### src/rtl/cronometro_pkg.sv
// Shared constants for the BCD stopwatch: FSM state encodings and decade-digit helpers.
package cronometro_pkg;

  localparam int DIGIT_W = 4;
  localparam logic [DIGIT_W-1:0] BCD_MAX = 4'd9;

  localparam logic [1:0] ZERADO   = 2'b00;
  localparam logic [1:0] CONTANDO = 2'b01;
  localparam logic [1:0] PAUSADO  = 2'b10;
  localparam logic [1:0] PARADO   = 2'b11;

  function automatic logic [DIGIT_W-1:0] bcd_inc(input logic [DIGIT_W-1:0] d);
    return (d == BCD_MAX) ? '0 : d + 1'b1;
  endfunction

endpackage

### src/rtl/cronometro_bcd_digit.sv
// One decade counter 0..9; clr beats inc, and carry flags a 9 -> 0 roll.
module bcd_digit
  import cronometro_pkg::*;
(
  input  logic               clk,
  input  logic               rst_n,
  input  logic               clr,
  input  logic               inc,
  output logic [DIGIT_W-1:0] q,
  output logic               carry
);

  always_ff @(posedge clk or negedge rst_n) begin
    if (!rst_n)
      q <= '0;
    else if (clr)
      q <= '0;
    else if (inc)
      q <= bcd_inc(q);
  end

  assign carry = inc & (q == BCD_MAX);

endmodule

### src/rtl/cronometro_param.sv
// Parametrised BCD stopwatch: prescaled N-digit decade counter under a 4-state command FSM.
// Optional lap capture register (volta/digitos_v) is enabled by defining CRONO_LAP_EN.
module cronometro_param
  import cronometro_pkg::*;
#(
  parameter int CLK_DIV  = 50000,
  parameter int N_DIGITS = 4,
  parameter int WRAP     = 1
) (
  input  logic                          clock,
  input  logic                          reset,
  input  logic                          contar,
  input  logic                          pausar,
  input  logic                          parar,
  input  logic                          zerar,
`ifdef CRONO_LAP_EN
  input  logic                          volta,
  output logic [DIGIT_W*N_DIGITS-1:0]   digitos_v,
`endif
  output logic [DIGIT_W*N_DIGITS-1:0]   digitos,
  output logic [1:0]                    estado,
  output logic                          estouro
);

  localparam int PW = (CLK_DIV > 1) ? $clog2(CLK_DIV) : 1;
  localparam logic [PW-1:0] PMAX = PW'(CLK_DIV - 1);

  logic [1:0]          state, state_nxt;
  logic [PW-1:0]       presc;
  logic                run, tick, full, ovf, inc0;
  logic [N_DIGITS-1:0] inc, carry, is9;

  // Digit chain: each digit advances on the carry of the one below it.
  for (genvar i = 0; i < N_DIGITS; i++) begin : g_dig
    if (i == 0) begin : g_lsd
      assign inc[i] = inc0;
    end else begin : g_upper
      assign inc[i] = carry[i-1];
    end

    bcd_digit u_dig (
      .clk   (clock),
      .rst_n (reset),
      .clr   (zerar),
      .inc   (inc[i]),
      .q     (digitos[DIGIT_W*i +: DIGIT_W]),
      .carry (carry[i])
    );

    assign is9[i] = (digitos[DIGIT_W*i +: DIGIT_W] == BCD_MAX);
  end

  always_ff @(posedge clock or negedge reset) begin
    if (!reset)
      state <= ZERADO;
    else
      state <= state_nxt;
  end

  always_comb begin
    state_nxt = state;
    if (zerar) begin
      state_nxt = ZERADO;
    end else begin
      case (state)
        ZERADO:   if (contar) state_nxt = CONTANDO;
        CONTANDO: begin
          if ((WRAP == 0) && ovf) state_nxt = PARADO;
          else if (parar)         state_nxt = PARADO;
          else if (pausar)        state_nxt = PAUSADO;
        end
        PAUSADO: begin
          if (parar)       state_nxt = PARADO;
          else if (contar) state_nxt = CONTANDO;
        end
        default:  state_nxt = PARADO;
      endcase
    end
  end

  // In saturate mode the full-scale tick is swallowed so the 9s hold.
  always_comb begin
    run  = (state == CONTANDO);
    tick = run && (presc == PMAX);
    full = &is9;
    ovf  = (WRAP != 0) ? carry[N_DIGITS-1] : (tick && full);
    inc0 = tick && !((WRAP == 0) && full);
  end

  assign estado = state;

  always_ff @(posedge clock or negedge reset) begin
    if (!reset)
      presc <= '0;
    else if (zerar)
      presc <= '0;
    else if (run)
      presc <= tick ? '0 : presc + 1'b1;
  end

  always_ff @(posedge clock or negedge reset) begin
    if (!reset)
      estouro <= 1'b0;
    else if (zerar)
      estouro <= 1'b0;
    else if (WRAP != 0)
      estouro <= ovf;
    else if (ovf)
      estouro <= 1'b1;
  end

`ifdef CRONO_LAP_EN
  logic [DIGIT_W*N_DIGITS-1:0] digitos_nxt;

  // Lap captures the value the digits take at this same edge.
  for (genvar i = 0; i < N_DIGITS; i++) begin : g_lap
    assign digitos_nxt[DIGIT_W*i +: DIGIT_W] =
      inc[i] ? bcd_inc(digitos[DIGIT_W*i +: DIGIT_W]) : digitos[DIGIT_W*i +: DIGIT_W];
  end

  always_ff @(posedge clock or negedge reset) begin
    if (!reset)
      digitos_v <= '0;
    else if (zerar)
      digitos_v <= '0;
    else if (run && volta)
      digitos_v <= digitos_nxt;
  end
`endif

endmodule

### config.mk
export PLATFORM = sky130hd
export DESIGN_NAME = cronometro_param
export DESIGN_NICKNAME = d
export VERILOG_FILES = /design/src/rtl/cronometro_pkg.sv /design/src/rtl/cronometro_bcd_digit.sv /design/src/rtl/cronometro_param.sv
export SDC_FILE = /design/constraint.sdc
export NUM_CORES = 1
export LEC_CHECK = 0
export CAP_MARGIN = 20
export CORE_UTILIZATION = 35
export CTS_CLUSTER_SIZE = 30
export DETAILED_ROUTE_END_ITERATION = 8
export PLACE_DENSITY = 0.56
export SLEW_MARGIN = 30
export SYNTH_ARGS = -nofsm -noshare
export SYNTH_HDL_FRONTEND = slang
export SYNTH_SLANG_ARGS = --single-unit
### constraint.sdc
create_clock -name clock -period 2.9 [get_ports clock]
set_clock_uncertainty 0.2 [all_clocks]
set_input_delay 0.725 -clock clock [delete_from_list [all_inputs] [get_ports clock]]
set_output_delay 0.725 -clock clock [all_outputs]
set_load 0.02 [all_outputs]
==> flow_metrics.env, run 1 <==
export IMPL_grt_util_all_layers_pct=16.1
export IMPL_avgSynthCellArea_um2=9.14
export IMPL_slew_violations=0
export IMPL_grt_pass1_vias=1516
export IMPL_max_stage_delay_ns=0.57
export IMPL_critical_path_class="reg -> reg"
export IMPL_timing_hold_ws_ns=0.299
export IMPL_hold_depth=1
export IMPL_wl_per_cell_um=13.2
export IMPL_finalHoldViolCount=0
export IMPL_die_area_um2=5860
export IMPL_dieWidth_um=76.6
export IMPL_die_height_um=76.6
export IMPL_crit_required_ns=2.91
export IMPL_utilization_pct=45.7
export IMPL_min_to="presc[13]$_DFFE_PN0P_"
export IMPL_numCtsBuffers=5
export IMPL_cts_setup_buffers=0
export IMPL_seq_area_frac_synth_pct=45.0
export IMPL_areaGrowthSynthToFinish_pct=23.1
export IMPL_async_reset_ff_share_pct=100
export IMPL_period_needed_ns=2.48
export IMPL_finalSetupTns_ns=0
export IMPL_overflow=0
export IMPL_cts_max_path_buffers=2
export IMPL_worstMarginPinSlew_ns=0.519
export IMPL_r2r_start="presc[11]$_DFFE_PN0P_"
export IMPL_crit_chain="or4b_4 -> nor3_4 -> nand4_1 -> or4_1 -> a21oi_1"
export IMPL_synth_edff_count=0
export IMPL_grt_setup_unrepaired="no"
export IMPL_vdd_drop_max_uv=282
export IMPL_timing_fmax_mhz=403
export IMPL_viasPerCell=5.16
export IMPL_synth_nets=228
export IMPL_hold_path_startpoint="presc[13]$_DFFE_PN0P_"
export IMPL_synth_seq_cells=35
export IMPL_power_leakage_nw=0.999
export IMPL_clock_sinks=35
export IMPL_final_nets=260
export IMPL_worst_ep_arrival_time_ns=2.49
export IMPL_reg2regPathDepth=5
export IMPL_layout_drive_gt1_share_pct=6.10
export IMPL_r2r_slack_ns=0.42
export IMPL_antenna_found_initial=0
export IMPL_dr_first_iter_drc_count=151
export IMPL_io_pins=25
export IMPL_core_rowCount=26
export IMPL_netlist_instances=213
export IMPL_coreArea_um2=5240
export IMPL_gp_congestion=0.813
export IMPL_dr_pass1_iters=4
export IMPL_hpwlAfterDp_um=2980
export IMPL_clock_latency_ns=0.29
export IMPL_path_clk_slew_ns=0.07
export IMPL_via_count=1632
export IMPL_crit_fanout=8
export IMPL_cts_root_buf="clkbuf_8"
export IMPL_synthesis_area_um2=1950
export IMPL_fin_crit_sh_pct=85.5
export IMPL_cap_violations=0
export IMPL_grt_pass1_wl_um=7370
export IMPL_post_cts_resized=0
export IMPL_grt_max_degree=36
export IMPL_antennaDiodeCount=0
export IMPL_end_kind="flip-flop"
export IMPL_ys_warn_count=0
export IMPL_start_kind="flip-flop"
export IMPL_ys_types=38
export IMPL_cts_tree="yes"
export IMPL_drt_total_wl_um=4180
export IMPL_powerDensity_nw_per_um2=397
export IMPL_route_detailed_drc=0
export IMPL_detail_route_antenna_nets=0
export IMPL_ys_flop_type="dfrtp_1"
export IMPL_setup_viol=0
export IMPL_cp_slowest_cell="or4b_4"
export IMPL_io_buffers=24
export IMPL_hold_buffers=0
export IMPL_regToRegEndpoint="g_dig[2].u_dig.q[2]$_DFFE_PN0P_"
export IMPL_status="complete, no violations"
export IMPL_start_util_pct=37.2
export IMPL_hold_path_class="reg -> reg"
export IMPL_slew_headroom_pct=65.1
export IMPL_htreeDepth=2
[flip-flops by register name, indices dropped and copies added, names as in the netlist]
name / count
estouro: 1
presc: 16
estado: 2
g_dig.u_dig.q: 16
[worst max path at each step]
stage | from | to | slack (ns) | cells past startpoint
after floorplan | presc[11]$_DFFE_PN0P_ | g_dig[2].u_dig.q[1]$_DFFE_PN0P_ | 0.67 | 6
after global placement | zerar | presc[6]$_DFFE_PN0P_ | 0.45 | 6
after detailed placement | presc[11]$_DFFE_PN0P_ | g_dig[3].u_dig.q[3]$_DFFE_PN0P_ | 0.43 | 6
after CTS | presc[11]$_DFFE_PN0P_ | g_dig[3].u_dig.q[3]$_DFFE_PN0P_ | 0.41 | 6
after global routing | presc[11]$_DFFE_PN0P_ | g_dig[2].u_dig.q[2]$_DFFE_PN0P_ | 0.23 | 5
final | presc[11]$_DFFE_PN0P_ | g_dig[2].u_dig.q[2]$_DFFE_PN0P_ | 0.42 | 5
[routing by layer]
layer,GRT usage [%],up-vias,wire length [um]
met5,0,-,0
met4,6.35,0,64
met3,3.95,6,164
met2,23.3,36,1820
met1,22.7,763,2140
li1,-,827,-
[worst max-delay path, delay by kind of cell, from the launching register on]
| family | cells | cell delay [ns] |
|---|---|---|
| DFF | 1 | 0.44 |
| and+or+nand+nor | 4 | 1.62 |
| AOI/OAI and AO/OA | 1 | 0.15 |
[Yosys cell counts (2+ instances only)]
cell,n,share of area [%]
ha_1,9,5.8
nand2_1,26,5.0
nor3_1,4,1.0
and4_1,5,2.2
o31ai_1,3,1.2
clkbuf_1,3,0.58
nor4_1,2,0.64
dfrtp_1,35,45
nor2_1,19,3.7
o21ai_0,7,1.8
and2_1,3,0.96
nand4_1,6,1.9
mux2i_1,2,1.0
nor2b_1,2,0.64
nand2b_1,2,0.64
nand3_1,12,3.1
xor2_1,9,4.0
or3_1,9,2.9
a21oi_1,18,4.6
inv_1,10,1.9
or4_1,3,1.2
and3_1,5,1.6
a311oi_1,2,0.90
nand3b_1,3,1.2
[through the flow]
step / total power, mW / area [um2] / instances / worst slack (ns)
finish: 0.951 / 2400 / 316 / 0.421
detailed placement: 0.570 / 2300 / 308 / 0.429
global route: 0.992 / 2400 / 316 / 0.228
floorplan: 0.534 / 1950 / 213 / 0.671
global placement: 0.570 / 2300 / 308 / 0.455
CTS: 0.964 / 2400 / 316 / 0.414
[kinds of logic after synthesis]
| kind of cell | after synthesis | synth area share (%) |
|---|---|---|
| and+or+nand+nor | 104 | 28.7 |
| AOI/OAI and AO/OA | 38 | 11.7 |
| DFF | 35 | 45.0 |
| buffers and inverters | 14 | 2.76 |
| xor gates and xnor gates | 10 | 4.50 |
| adders and majority gates | 9 | 5.78 |
| muxes | 3 | 1.61 |
[power by group]
group	internal, mW	switching, mW	total (mW)
Sequential	0.493	0.00601	0.499
Clock	0.217	0.175	0.392
Combinational	0.0236	0.0367	0.0603
[placed cells by master (no fill, tap or decap), types with 9 or more instances in the layout]
cell,synthesis,final
a21oi_1,18,18
clkdlybuf4s50_1,0,24
dfrtp_1,35,35
ha_1,9,9
inv_1,10,10
nand2_1,26,26
nand3_1,12,12
nor2_1,19,19
or3_1,9,9
xor2_1,9,9
[layout make-up]
class                   instances  area [um2]
flip-flops and latches         35         876
multi-input cells             164        1020
inverters                      10        37.5
well taps                      70        87.6
fillers                       521        2840
clock buffers                   8         100
repair buffers                 29         278
No activity file was read; power rests on OpenSTA's default activity.
==> run 2, diff against run 1 <==
- HOLD_SLACK_MARGIN: default -> 0.06
- clock period: 2.9 -> 3 ns (I/O delays scaled with it)
==> run 2 against run 1 <==
Routed wire length increased by 0.84%. Utilization shrank 0.36 points. Non-clock buffer count unchanged. Highest routed layer unchanged. First-iteration DRC count shrank 30%. Sequential cell count did not move. Design area fell by 0.78%. Via count is 0.55% higher. Global-route usage fell by 0.32 points.
==> flow_metrics.env, run 2 (same netlist as run 1, synthesis figures left out) <==
export IMPL_hold_path_class="reg -> reg"
export IMPL_grt_setup_unrepaired="no"
export IMPL_crit_fanout=8
export IMPL_grt_pass1_vias=1454
export IMPL_clock_latency_ns=0.28
export IMPL_final_common_cell="dfrtp_1"
export IMPL_clock_sinks=35
export IMPL_layout_drive_gt1_share_pct=5.69
export IMPL_cts_setup_buffers=0
export IMPL_numCtsBuffers=5
export IMPL_hold_buffers=0
export IMPL_slew_violations=0
export IMPL_wl_per_cell_um=13.3
export IMPL_finalSetupTns_ns=0
export IMPL_cts_max_path_buffers=2
export IMPL_dr_pass1_iters=4
export IMPL_die_height_um=76.6
export IMPL_vdd_drop_max_uv=202
export IMPL_worstMarginPinSlew_ns=0.508
export IMPL_drt_total_wl_um=4210
export IMPL_viasPerCell=5.19
export IMPL_die_area_um2=5860
export IMPL_start_kind="flip-flop"
export IMPL_status="complete, no violations"
export IMPL_gp_congestion=0.815
export IMPL_antenna_found_initial=0
export IMPL_end_kind="flip-flop"
export IMPL_io_pins=25
export IMPL_setup_viol=0
export IMPL_final_nets=260
export IMPL_start_util_pct=37.2
export IMPL_core_rowCount=26
export IMPL_finalHoldViolCount=0
export IMPL_areaGrowthSynthToFinish_pct=22.1
export IMPL_io_buffers=24
export IMPL_grt_util_all_layers_pct=15.7
export IMPL_slew_headroom_pct=65.8
export IMPL_cts_root_buf="clkbuf_8"
export IMPL_grt_pass1_wl_um=7220
export IMPL_antennaDiodeCount=0
export IMPL_critical_path_class="reg -> reg"
export IMPL_dr_first_iter_drc_count=105
export IMPL_power_uw=872
export IMPL_cts_tree="yes"
export IMPL_power_leakage_nw=0.990
export IMPL_post_cts_resized=0
export IMPL_fin_crit_sh_pct=82.8
export IMPL_worst_ep_arrival_time_ns=2.44
export IMPL_fill_cells=498
export IMPL_path_clk_slew_ns=0.07
export IMPL_crit_required_ns=2.95
export IMPL_hpwlAfterDp_um=2950
export IMPL_cap_violations=0
export IMPL_grt_max_degree=36
export IMPL_detail_route_antenna_nets=0
export IMPL_route_detailed_drc=0
export IMPL_most_common_layout_cells="35 x dfrtp_1, 26 x nand2_1, 24 x clkdlybuf4s50_1"
export IMPL_via_count=1641
export IMPL_period_needed_ns=2.48
export IMPL_powerDensity_nw_per_um2=367
export IMPL_htreeDepth=2
export IMPL_timing_fmax_mhz=403
export IMPL_dieWidth_um=76.6
export IMPL_overflow=0
export IMPL_coreArea_um2=5240
[run 2: metrics by stage]
step	hold WS [ns]	worst slack, ns	area (um2)	util (%)	cells
2_1_floorplan	0.254	0.771	1950	-	213
3_3_place_gp	0.293	0.528	2300	43.8	308
3_5_place_dp	0.298	0.528	2300	43.8	308
4_1_cts	0.308	0.527	2380	45.4	316
5_1_grt	0.318	0.340	2380	45.4	316
6_report	0.305	0.516	2380	45.4	316
[run 2: final cells by class]
type / instances / area [um2] / share of cell area (%)
clock buffer: 7 / 76.3 / 3.21
inverter: 10 / 37.5 / 1.58
sequential: 35 / 876 / 36.8
tap: 70 / 87.6 / 3.68
timing repair buffer: 29 / 278 / 11.7
clock inverter: 1 / 5.00 / 0.211
multi-input combinational: 164 / 1020 / 42.8
[run 2: worst max-delay path, stage by stage, from the launching register on]
cell     delay (ns)
dfrtp_1        0.44
or4b_4         0.57
nor3_4         0.34
nand4_1        0.25
buf_4          0.24
o31ai_1        0.21
o41ai_1        0.11
[run 2: metal layers]
metal | vias to the layer above | global-route usage, % | wire length (um)
li1 | 827 | - | -
met1 | 780 | 23.6 | 2250
met2 | 32 | 21.5 | 1800
met3 | 2 | 3.95 | 133
met4 | 0 | 5.77 | 31
met5 | - | 0 | 0
[run 2: power breakdown]
part / switching (mW) / internal (mW) / leakage (nW) / total [mW]
clock network: 0.168 / 0.163 / 0.0422 / 0.331
registers: 0.00572 / 0.476 / 0.486 / 0.482
logic: 0.0365 / 0.0229 / 0.461 / 0.0594
total: 0.210 / 0.662 / 0.990 / 0.872
[run 2: final timing paths]
kind	startpoint	cells past startpoint	slack (ns)	to
worst max-delay path	presc[11]$_DFFE_PN0P_	6	0.52	g_dig[3].u_dig.q[2]$_DFFE_PN0P_
worst min-delay path	presc[13]$_DFFE_PN0P_	1	0.30	presc[13]$_DFFE_PN0P_
worst max register to register	presc[11]$_DFFE_PN0P_	6	0.52	g_dig[3].u_dig.q[2]$_DFFE_PN0P_
worst min register to register	presc[13]$_DFFE_PN0P_	1	0.30	presc[13]$_DFFE_PN0P_
max in group asynchronous	reset	2	1.59	presc[8]$_DFFE_PN0P_
min in group asynchronous	reset	2	0.68	g_dig[1].u_dig.q[0]$_DFFE_PN0P_
==> run 3, diff against run 2 <==
- PLACE_DENSITY: 0.56 -> 0.58
- clock period: 3 -> 2.1 ns (I/O delays scaled with it)
==> run 3 against run 2 <==
The flow now finishes with violations (setup timing). Setup slack worse by 0.63 ns. Design area is 19% higher. Non-clock buffer count is 34 higher. Fmax is 12% higher. Clock power is 120% higher. Routed wire length is 11% higher. Sequential cell count stayed put. Total power is 77% higher.
==> flow_metrics.env, run 3 (same netlist as run 1, synthesis figures left out) <==
export IMPL_regToRegEndpoint="g_dig[3].u_dig.q[3]$_DFFE_PN0P_"
export IMPL_antennaDiodeCount=0
export IMPL_grt_pass1_vias=1735
export IMPL_core_rowCount=26
export IMPL_layout_drive_gt1_share_pct=23.9
export IMPL_reg2regPathDepth=8
export IMPL_most_common_layout_cells="35 x dfrtp_1, 35 x buf_4, 24 x nand2_1"
export IMPL_slew_headroom_pct=78.3
export IMPL_period_needed_ns=2.22
export IMPL_cts_tree="yes"
export IMPL_overflow=0
export IMPL_grt_setup_unrepaired="yes"
export IMPL_finalHoldViolCount=0
export IMPL_wl_per_cell_um=13.3
export IMPL_detail_route_antenna_nets=0
export IMPL_min_to="presc[13]$_DFFE_PN0P_"
export IMPL_antenna_found_initial=0
export IMPL_cts_root_buf="clkbuf_8"
export IMPL_clock_sinks=35
export IMPL_powerDensity_nw_per_um2=543
export IMPL_io_buffers=24
export IMPL_hold_buffers=0
export IMPL_die_height_um=76.6
export IMPL_start_kind="flip-flop"
export IMPL_slew_violations=0
export IMPL_grt_pass1_wl_um=8020
export IMPL_timing_fmax_mhz=451
export IMPL_final_nets=294
export IMPL_timing_hold_ws_ns=0.351
export IMPL_crit_fanout=3
export IMPL_areaGrowthSynthToFinish_pct=45.8
export IMPL_hold_depth=2
export IMPL_hpwlAfterDp_um=3270
export IMPL_clock_latency_ns=0.30
export IMPL_worst_ep_arrival_time_ns=2.21
export IMPL_io_pins=25
export IMPL_placed_cells=336
export IMPL_start_util_pct=37.2
export IMPL_r2r_slack_ns=-0.12
export IMPL_layout_setup_ws_ns=-0.119
export IMPL_critical_path_class="reg -> reg"
export IMPL_worstMarginPinSlew_ns=0.324
export IMPL_numCtsBuffers=5
export IMPL_fin_crit_sh_pct=106
export IMPL_hold_path_class="reg -> reg"
export IMPL_cap_violations=0
export IMPL_route_detailed_drc=0
export IMPL_die_area_um2=5860
export IMPL_dieWidth_um=76.6
export IMPL_end_kind="flip-flop"
export IMPL_r2r_start="presc[5]$_DFFE_PN0P_"
export IMPL_viasPerCell=5.11
export IMPL_dr_pass1_iters=4
export IMPL_htreeDepth=2
export IMPL_setup_viol=25
export IMPL_grt_util_all_layers_pct=17.4
export IMPL_dr_first_iter_drc_count=119
export IMPL_via_count=1789
export IMPL_drt_total_wl_um=4660
export IMPL_path_clk_slew_ns=0.08
export IMPL_gp_congestion=0.778
export IMPL_violations="setup timing"
export IMPL_power_leakage_nw=1.42
export IMPL_cts_max_path_buffers=2
export IMPL_final_cell_count_no_fill=350
export IMPL_coreArea_um2=5240
export IMPL_vdd_drop_max_uv=355
export IMPL_status="finished with violations"
export IMPL_crit_required_ns=2.09
export IMPL_grt_max_degree=36
export IMPL_hold_path_startpoint="presc[13]$_DFFE_PN0P_"
## run 3: cell types whose count changed in the layout (fill, tap and decap cells not counted), moves of 5 or more
cell / before / now
clkdlybuf4s50_1: 24 / 9
dlymetal6s2s_1: 0 / 10
a21oi_1: 18 / 13
dlygate4sd2_1: 0 / 5
buf_4: 5 / 35
a21oi_2: 0 / 5
## run 3: worst max-delay path, cell delays in order (launching register included)
cell      delay (ns)
dfrtp_1         0.38
or4b_4          0.55
nor3_4          0.17
buf_4           0.16
buf_4           0.10
buf_4           0.09
a41oi_2         0.11
o21bai_1        0.18
a21o_1          0.18
## run 3: cell type report
| cell class | count | area (um2) |
|---|---|---|
| Multi-Input combinational cell | 164 | 1120 |
| Sequential cell | 35 | 876 |
| Fill cell | 483 | 2400 |
| Clock buffer | 5 | 68.8 |
| Inverter | 10 | 37.5 |
| Clock inverter | 3 | 67.6 |
| Timing Repair Buffer | 63 | 584 |
| Tap cell | 70 | 87.6 |
## run 3: what timing repair did
item / CTS / global route
pin swaps: 5 / 2
buffers inserted: 1 / 5
endpoints found under the setup margin: 34 / 41
gates resized for setup: 10 / 27
## run 3: worst max-delay path by stage
stage	slack (ns)	from	endpoint	cells past startpoint
final	-0.12	presc[5]$_DFFE_PN0P_	g_dig[3].u_dig.q[3]$_DFFE_PN0P_	8
after floorplan	-0.11	presc[5]$_DFFE_PN0P_	g_dig[1].u_dig.q[2]$_DFFE_PN0P_	5
after global placement	-0.11	presc[5]$_DFFE_PN0P_	g_dig[1].u_dig.q[2]$_DFFE_PN0P_	5
after detailed placement	-0.14	presc[5]$_DFFE_PN0P_	g_dig[0].u_dig.q[3]$_DFFE_PN0P_	6
after global routing	-0.21	presc[5]$_DFFE_PN0P_	g_dig[3].u_dig.q[3]$_DFFE_PN0P_	8
after CTS	-0.10	presc[5]$_DFFE_PN0P_	g_dig[1].u_dig.q[2]$_DFFE_PN0P_	5
## run 3: report_power, final
part / internal [mW] / switching, mW / total (mW) / leakage (nW)
sequential: 0.680 / 0.00344 / 0.683 / 0.486
combinational: 0.0527 / 0.0630 / 0.116 / 0.874
clock: 0.474 / 0.268 / 0.742 / 0.0644
total: 1.21 / 0.335 / 1.54 / 1.42
## run 3: layer usage
metal | up-vias | wire (um) | track usage, %
met5 | - | 0 | 0
met4 | 0 | 70 | 6.35
met3 | 5 | 129 | 4.31
met2 | 25 | 2180 | 27.2
met1 | 863 | 2290 | 23.1
li1 | 896 | - | -
## run 3: per-stage QoR
stage               TNS [ns]  util (%)  instance area [um2]  power [mW]  setup WS (ns)
floorplan             -0.423         -                 1960       0.738         -0.105
global route           -3.89      54.2                 2840        1.59         -0.213
global placement       -1.44      48.4                 2540       0.812         -0.108
CTS                   -0.556      51.5                 2700        1.56         -0.102
finish                -0.986      54.2                 2840        1.54         -0.119
detailed placement     -2.43      48.4                 2540       0.813         -0.138
